## config.mk

```make
export PLATFORM = sky130hd
export DESIGN_NAME = fetch_stage_flat
export DESIGN_NICKNAME = d
export VERILOG_FILES = /design/src/rtl/fetch_stage_if.sv /design/src/rtl/fetch_stage.sv /design/src/flat_wrapper.sv
export SDC_FILE = /design/constraint.sdc
export NUM_CORES = 1
export LEC_CHECK = 0
export BUFFER_PORTS_ARGS = -buffer_cell sky130_fd_sc_hd__buf_4
export CORE_MARGIN = 2
export CORE_UTILIZATION = 47
export DETAILED_ROUTE_END_ITERATION = 10
export GPL_TIMING_DRIVEN = 0
export PLACE_DENSITY = 0.77
export SYNTH_ARGS = -nofsm -noshare
export SYNTH_HDL_FRONTEND = slang
export SYNTH_SLANG_ARGS = --single-unit
```

## constraint.sdc

```tcl
create_clock -name clk -period 4.1 [get_ports clk]
set_input_delay 0.205 -clock clk [delete_from_list [all_inputs] [get_ports clk]]
set_output_delay 0.205 -clock clk [all_outputs]
set_load 0.02 [all_outputs]
```

## src/rtl/fetch_stage_if.sv

```systemverilog
`default_nettype none
// ============================================================================
// Module      : fetch_stage_if
// Description : Groups the fetch stage's signals into one bundle: the hazard
//               and branch controls from later stages, the instruction memory
//               read port, the IF/ID pipeline register and the debug counters.
//               master : seen from fetch_stage (drives memory port and IF/ID)
//               slave  : seen from the surrounding pipeline / memory
// Revision    : 1.0 - initial release
// ============================================================================
interface fetch_stage_if;
    logic        freeze;
    logic        branch_taken;
    logic [31:0] branch_address;
    logic [31:0] imem_read_data;
    logic        imem_read;
    logic [31:0] imem_address;
    logic [31:0] pc_out;
    logic [31:0] instruction_out;
    logic        valid_out;
    logic [31:0] fetch_count;
    logic [31:0] stall_count;

    modport master (
        input  freeze, branch_taken, branch_address, imem_read_data,
        output imem_read, imem_address, pc_out, instruction_out, valid_out,
               fetch_count, stall_count
    );

    modport slave (
        output freeze, branch_taken, branch_address, imem_read_data,
        input  imem_read, imem_address, pc_out, instruction_out, valid_out,
               fetch_count, stall_count
    );
endinterface
`default_nettype wire

```

## src/rtl/fetch_stage.sv

```systemverilog
`default_nettype none
// ============================================================================
// Module      : fetch_stage
// Description : Instruction fetch stage. Owns the PC, drives the instruction
//               memory read port and holds the IF/ID register. After reset a
//               single BOOT cycle lets the memory image settle before the
//               first fetch. Taken branches flush the fetched slot; freeze
//               holds PC and IF/ID. Fetch and stall cycles are counted.
// Ports       : clk  - clock, rising edge
//               rst  - asynchronous active-high reset
//               bus  - fetch_stage_if.master (controls, imem port, IF/ID,
//                      debug counters)
// Revision    : 1.0 - initial release
// ============================================================================
module fetch_stage #(
    parameter logic [31:0] NOP_INSTR = 32'hE000_0000,
    parameter logic [31:0] RESET_PC  = 32'h0000_0000
) (
    input  wire logic       clk,
    input  wire logic       rst,
    fetch_stage_if.master   bus
);

    typedef enum logic [0:0] {
        ST_BOOT = 1'b0,
        ST_RUN  = 1'b1
    } state_t;

    state_t      r_state;
    state_t      w_state_next;

    logic [31:0] r_pc;
    logic [31:0] r_pc_out;
    logic [31:0] r_instruction;
    logic        r_valid;
    logic [31:0] r_fetch_count;
    logic [31:0] r_stall_count;

    logic [31:0] w_pc_next;
    logic [31:0] w_pc_out_next;
    logic [31:0] w_instruction_next;
    logic        w_valid_next;
    logic [31:0] w_fetch_count_next;
    logic [31:0] w_stall_count_next;
    logic [31:0] w_pc_plus4;

    // Wraps silently at the top of the address space.
    assign w_pc_plus4 = r_pc + 32'd4;

    always_ff @(posedge clk or posedge rst) begin
        if (rst) begin
            r_state       <= ST_BOOT;
            r_pc          <= RESET_PC;
            r_pc_out      <= 32'd0;
            r_instruction <= NOP_INSTR;
            r_valid       <= 1'b0;
            r_fetch_count <= 32'd0;
            r_stall_count <= 32'd0;
        end else begin
            r_state       <= w_state_next;
            r_pc          <= w_pc_next;
            r_pc_out      <= w_pc_out_next;
            r_instruction <= w_instruction_next;
            r_valid       <= w_valid_next;
            r_fetch_count <= w_fetch_count_next;
            r_stall_count <= w_stall_count_next;
        end
    end

    always_comb begin
        w_state_next       = r_state;
        w_pc_next          = r_pc;
        w_pc_out_next      = r_pc_out;
        w_instruction_next = r_instruction;
        w_valid_next       = r_valid;
        w_fetch_count_next = r_fetch_count;
        w_stall_count_next = r_stall_count;

        case (r_state)
            ST_BOOT: begin
                // Controls are ignored; only the state advances.
                w_state_next = ST_RUN;
            end
            ST_RUN: begin
                if (bus.branch_taken) begin
                    // Branch beats freeze: the slot fetched this cycle is
                    // on the wrong path, so a bubble replaces it.
                    w_pc_next          = {bus.branch_address[31:2], 2'b00};
                    w_pc_out_next      = 32'd0;
                    w_instruction_next = NOP_INSTR;
                    w_valid_next       = 1'b0;
                end else if (bus.freeze) begin
                    w_stall_count_next = r_stall_count + 32'd1;
                end else begin
                    w_pc_next          = w_pc_plus4;
                    w_pc_out_next      = w_pc_plus4;
                    w_instruction_next = bus.imem_read_data;
                    w_valid_next       = 1'b1;
                    w_fetch_count_next = r_fetch_count + 32'd1;
                end
            end
            default: begin
                w_state_next = ST_BOOT;
            end
        endcase
    end

    // Read enable follows reset directly so it drops the moment rst rises
    // and is already high during the BOOT cycle.
    assign bus.imem_read       = ~rst;
    assign bus.imem_address    = r_pc;
    assign bus.pc_out          = r_pc_out;
    assign bus.instruction_out = r_instruction;
    assign bus.valid_out       = r_valid;
    assign bus.fetch_count     = r_fetch_count;
    assign bus.stall_count     = r_stall_count;

endmodule
`default_nettype wire
```

## src/flat_wrapper.sv

```systemverilog
// flat-port wrapper written by rule: the top's interface ports become plain ports
module fetch_stage_flat 
#(
    parameter logic [31:0] NOP_INSTR = 32'hE000_0000,
    parameter logic [31:0] RESET_PC  = 32'h0000_0000
)
  (clk, rst, bus_freeze, bus_branch_taken, bus_branch_address, bus_imem_read_data, bus_imem_read, bus_imem_address, bus_pc_out, bus_instruction_out, bus_valid_out, bus_fetch_count, bus_stall_count);
  fetch_stage_if bus_i ();
  input  wire logic clk;
  input  wire logic rst;
  input wire logic [$bits(bus_i.freeze)-1:0] bus_freeze;
  input wire logic [$bits(bus_i.branch_taken)-1:0] bus_branch_taken;
  input wire logic [$bits(bus_i.branch_address)-1:0] bus_branch_address;
  input wire logic [$bits(bus_i.imem_read_data)-1:0] bus_imem_read_data;
  output wire logic [$bits(bus_i.imem_read)-1:0] bus_imem_read;
  output wire logic [$bits(bus_i.imem_address)-1:0] bus_imem_address;
  output wire logic [$bits(bus_i.pc_out)-1:0] bus_pc_out;
  output wire logic [$bits(bus_i.instruction_out)-1:0] bus_instruction_out;
  output wire logic [$bits(bus_i.valid_out)-1:0] bus_valid_out;
  output wire logic [$bits(bus_i.fetch_count)-1:0] bus_fetch_count;
  output wire logic [$bits(bus_i.stall_count)-1:0] bus_stall_count;
  assign bus_i.freeze = bus_freeze;
  assign bus_i.branch_taken = bus_branch_taken;
  assign bus_i.branch_address = bus_branch_address;
  assign bus_i.imem_read_data = bus_imem_read_data;
  assign bus_imem_read = bus_i.imem_read;
  assign bus_imem_address = bus_i.imem_address;
  assign bus_pc_out = bus_i.pc_out;
  assign bus_instruction_out = bus_i.instruction_out;
  assign bus_valid_out = bus_i.valid_out;
  assign bus_fetch_count = bus_i.fetch_count;
  assign bus_stall_count = bus_i.stall_count;
  fetch_stage #(.NOP_INSTR(NOP_INSTR), .RESET_PC(RESET_PC)) u_core (.clk(clk), .rst(rst), .bus(bus_i));
endmodule
```

==> flow_metrics.tcl <==
set metrics [dict create \
    status "finished clean" \
    grt_pass1_vias 6554 \
    leakage_nw 4.92 \
    fin_ws_ps 1700 \
    report.power.total_mw 4.34 \
    synth.top_cell.area_share_pct 52.5 \
    fin_nets 1073 \
    dr.pass1.iters 5 \
    die_w_um 130 \
    wl_met1_um 9220 \
    via_count 6707 \
    synth_edf_count 0 \
    path_clk_slew_ps 60 \
    met3WireLength_um 1510 \
    rows 45 \
    fp.coreArea_um2 15300 \
    fmax_mhz 417 \
    finalClockSkew_ps 18.7 \
    grt_start_max_net_pins 40 \
    slew_headroom_pct 42.0 \
    cts_resized 0 \
    synth_cell_types 56 \
    grt_remaining_overflow 0 \
    antenna_found_initial 0 \
    grt_pass1_wl_um 34000 \
    vdd_drop_max_uv 292 \
    period_needed_ps 2400 \
    filler_cell_count 1234 \
    highest_layer "met4" \
    post-route-drc-count 0 \
    grt_setup_unrepaired "false" \
    crit_path_end_kind "flop" \
    ctsLongestPathBuffers 2 \
    hold_viol 0 \
    ys_ff_latch 159 \
    area_growth_pct 39.3 \
    grtUsageTotal_pct 25.8 \
    cts-root-buf "clkbuf_16" \
    ys_warn_count 0 \
    syn_area_um2 7440 \
    dieArea_um2 16900 \
    post-route-period-util_pct 58.5 \
    netlist_top_cells_area "dfrtp_1 52%, xnor2_1 6.1%, xor2_1 4.4%, nand2_1 4.3%, a22o_1 3.9%" \
    clock_sinks 159 \
    io_buffers 224 \
    powerDensity_nw_per_um2 419 \
    start_kind "flop" \
    cts_max_level 4 \
    worstSetupPathType "flop to flop" \
    routedWlPerCell_um 17.6 \
    syn_inst 720 \
    dp_hpwl_um 15500 \
    cp_max_fo 10 \
    final_util_pct 67.7 \
    start_util_pct 48.6 \
    tightestPinTransition_ps 864 \
    detail-route-antenna-nets 0 \
    yosys.area.top_type "dfrtp_1" \
    placed_cell_area_um2 9470 \
    whs_ps 8.31 \
    synthArstFlopShare_pct 100 \
    via_per_inst 5.47 \
    setup_viol 0 \
    die-height_um 130 \
    required_ps 4410 \
    wl_met2_um 10300 \
    slew_violations 0 \
    syn_avg_cell_area_um2 10.3 \
    drt-total-wl_um 21500 \
    ys.flop_type "dfrtp_1" \
    pre_cts_ws_ps 1760 \
    num_antenna_cells 0 \
    cts_buffers 17 \
    synth.yosys.seq_area_share_pct 53.5 \
    clk_latency_ps 440 \
    finish.instance_area_um2 10400 \
    yosysMostFrequentCell "dfrtp_1" \
    arrival_ps 2710 \
    hold_path.class "input pin to flop" \
    drt_iter0_drc 384 \
    cts_tree "yes" \
    synth_top_cells_by_count "156 x dfrtp_1, 85 x nand2_1, 52 x xnor2_1" \
    cap_violations 0 \
    place_congestion 0.923 \
    layout-drive-gt1-share_pct 28.6 \
    ios 230 \
]
==> per-layer routing <==
metal	vias to the layer above	global-route usage, %
li1	3138	-
met1	3242	33.2
met2	288	42.6
met3	39	6.52
met4	0	8.98
met5	-	0
==> worst max-delay path: stages, from the launching register on <==
cell	delay [ps]
dfrtp_1	340
buf_2	200
nand4_1	260
nor3_1	780
nand3_1	290
xnor2_1	200
a22o_1	200
==> layout by cell type (no fill, tap or decap), types with 29 or more instances in the layout <==
cell type / n
dfrtp_1: 156
nor2_1: 44
nand2_1: 85
buf_4: 227
xor2_1: 37
dlygate4sd3_1: 34
clkbuf_1: 30
xnor2_1: 52
nand4_1: 29
nand3_1: 39
a22o_1: 33
==> final timing paths <==
check | cells past startpoint | start | slack (ps) | endpoint
max | 6 | u_core.bus.imem_address[11]$_DFFE_PP0P_ | 1700 | u_core.bus.pc_out[23]$_DFFE_PP0P_
min in group asynchronous | 3 | rst | 480 | u_core.bus.stall_count[19]$_DFFE_PP0P_
max in group asynchronous | 6 | rst | 2500 | u_core.bus.instruction_out[31]$_DFFE_PP1P_
max reg2reg | 6 | u_core.bus.imem_address[11]$_DFFE_PP0P_ | 1700 | u_core.bus.pc_out[23]$_DFFE_PP0P_
min | 3 | bus_branch_address[21] | 8 | u_core.bus.imem_address[21]$_DFFE_PP0P_
min reg2reg | 1 | u_core.bus.stall_count[31]$_DFFE_PP0P_ | 470 | u_core.bus.stall_count[31]$_DFFE_PP0P_
==> layout make-up <==
class                      count  area, µm²  share of cell area, %
tap                          211        264                   2.55
inverter                       7       30.0                  0.290
buffer                        47        204                   1.97
clock inverter                13        105                   1.01
timing repair buffer         262       2100                   20.3
sequential                   159       3980                   38.4
clock buffer                  19        443                   4.27
multi-input combinational    508       3230                   31.2
==> registers in the layout, indices dropped and copies added (netlist names) <==
signal	count
u_core.bus.valid_out	1
u_core.bus.fetch_count	32
u_core.bus.imem_address	30
u_core.bus.instruction_out	32
u_core.bus.stall_count	32
u_core.r_state	1
u_core.bus.pc_out	31
==> kinds of logic (layout without fill, tap and decap cells) <==
| kind of cell | after synthesis | after routing | synth area share [%] |
|---|---|---|---|
| flip-flops | 159 | 159 | 53.5 |
| other | 2 | 3 | 0.101 |
| XOR/XNOR | 89 | 89 | 10.5 |
| multiplexers | 10 | 10 | 1.36 |
| AO/OA/AOI/OAI | 131 | 131 | 12.3 |
| adder cells (fa/ha/maj) | 3 | 3 | 0.505 |
| buffers and inverters | 54 | 348 | 3.09 |
| AND/OR/NAND/NOR | 272 | 272 | 18.6 |
==> through the flow <==
stage / cells / TNS [ps]
CTS: 1226 / 0
finish: 1226 / 0
global placement: 1156 / -232
global route: 1226 / 0
floorplan: 721 / 0
detailed placement: 1160 / 0
==> power breakdown <==
part           leakage [nW]  total, mW  switching (mW)  internal, mW
sequential             2.08       1.88           0.167          1.72
clock                 0.263       1.49           0.682         0.803
combinational          2.58      0.971           0.547         0.424
==> repair_timing <==
action                    in CTS  in global routing
hold endpoints to repair      69                  0
setup buffers                  0                  0
hold buffers                  34                  0
Power figures use the tool's default switching activity.
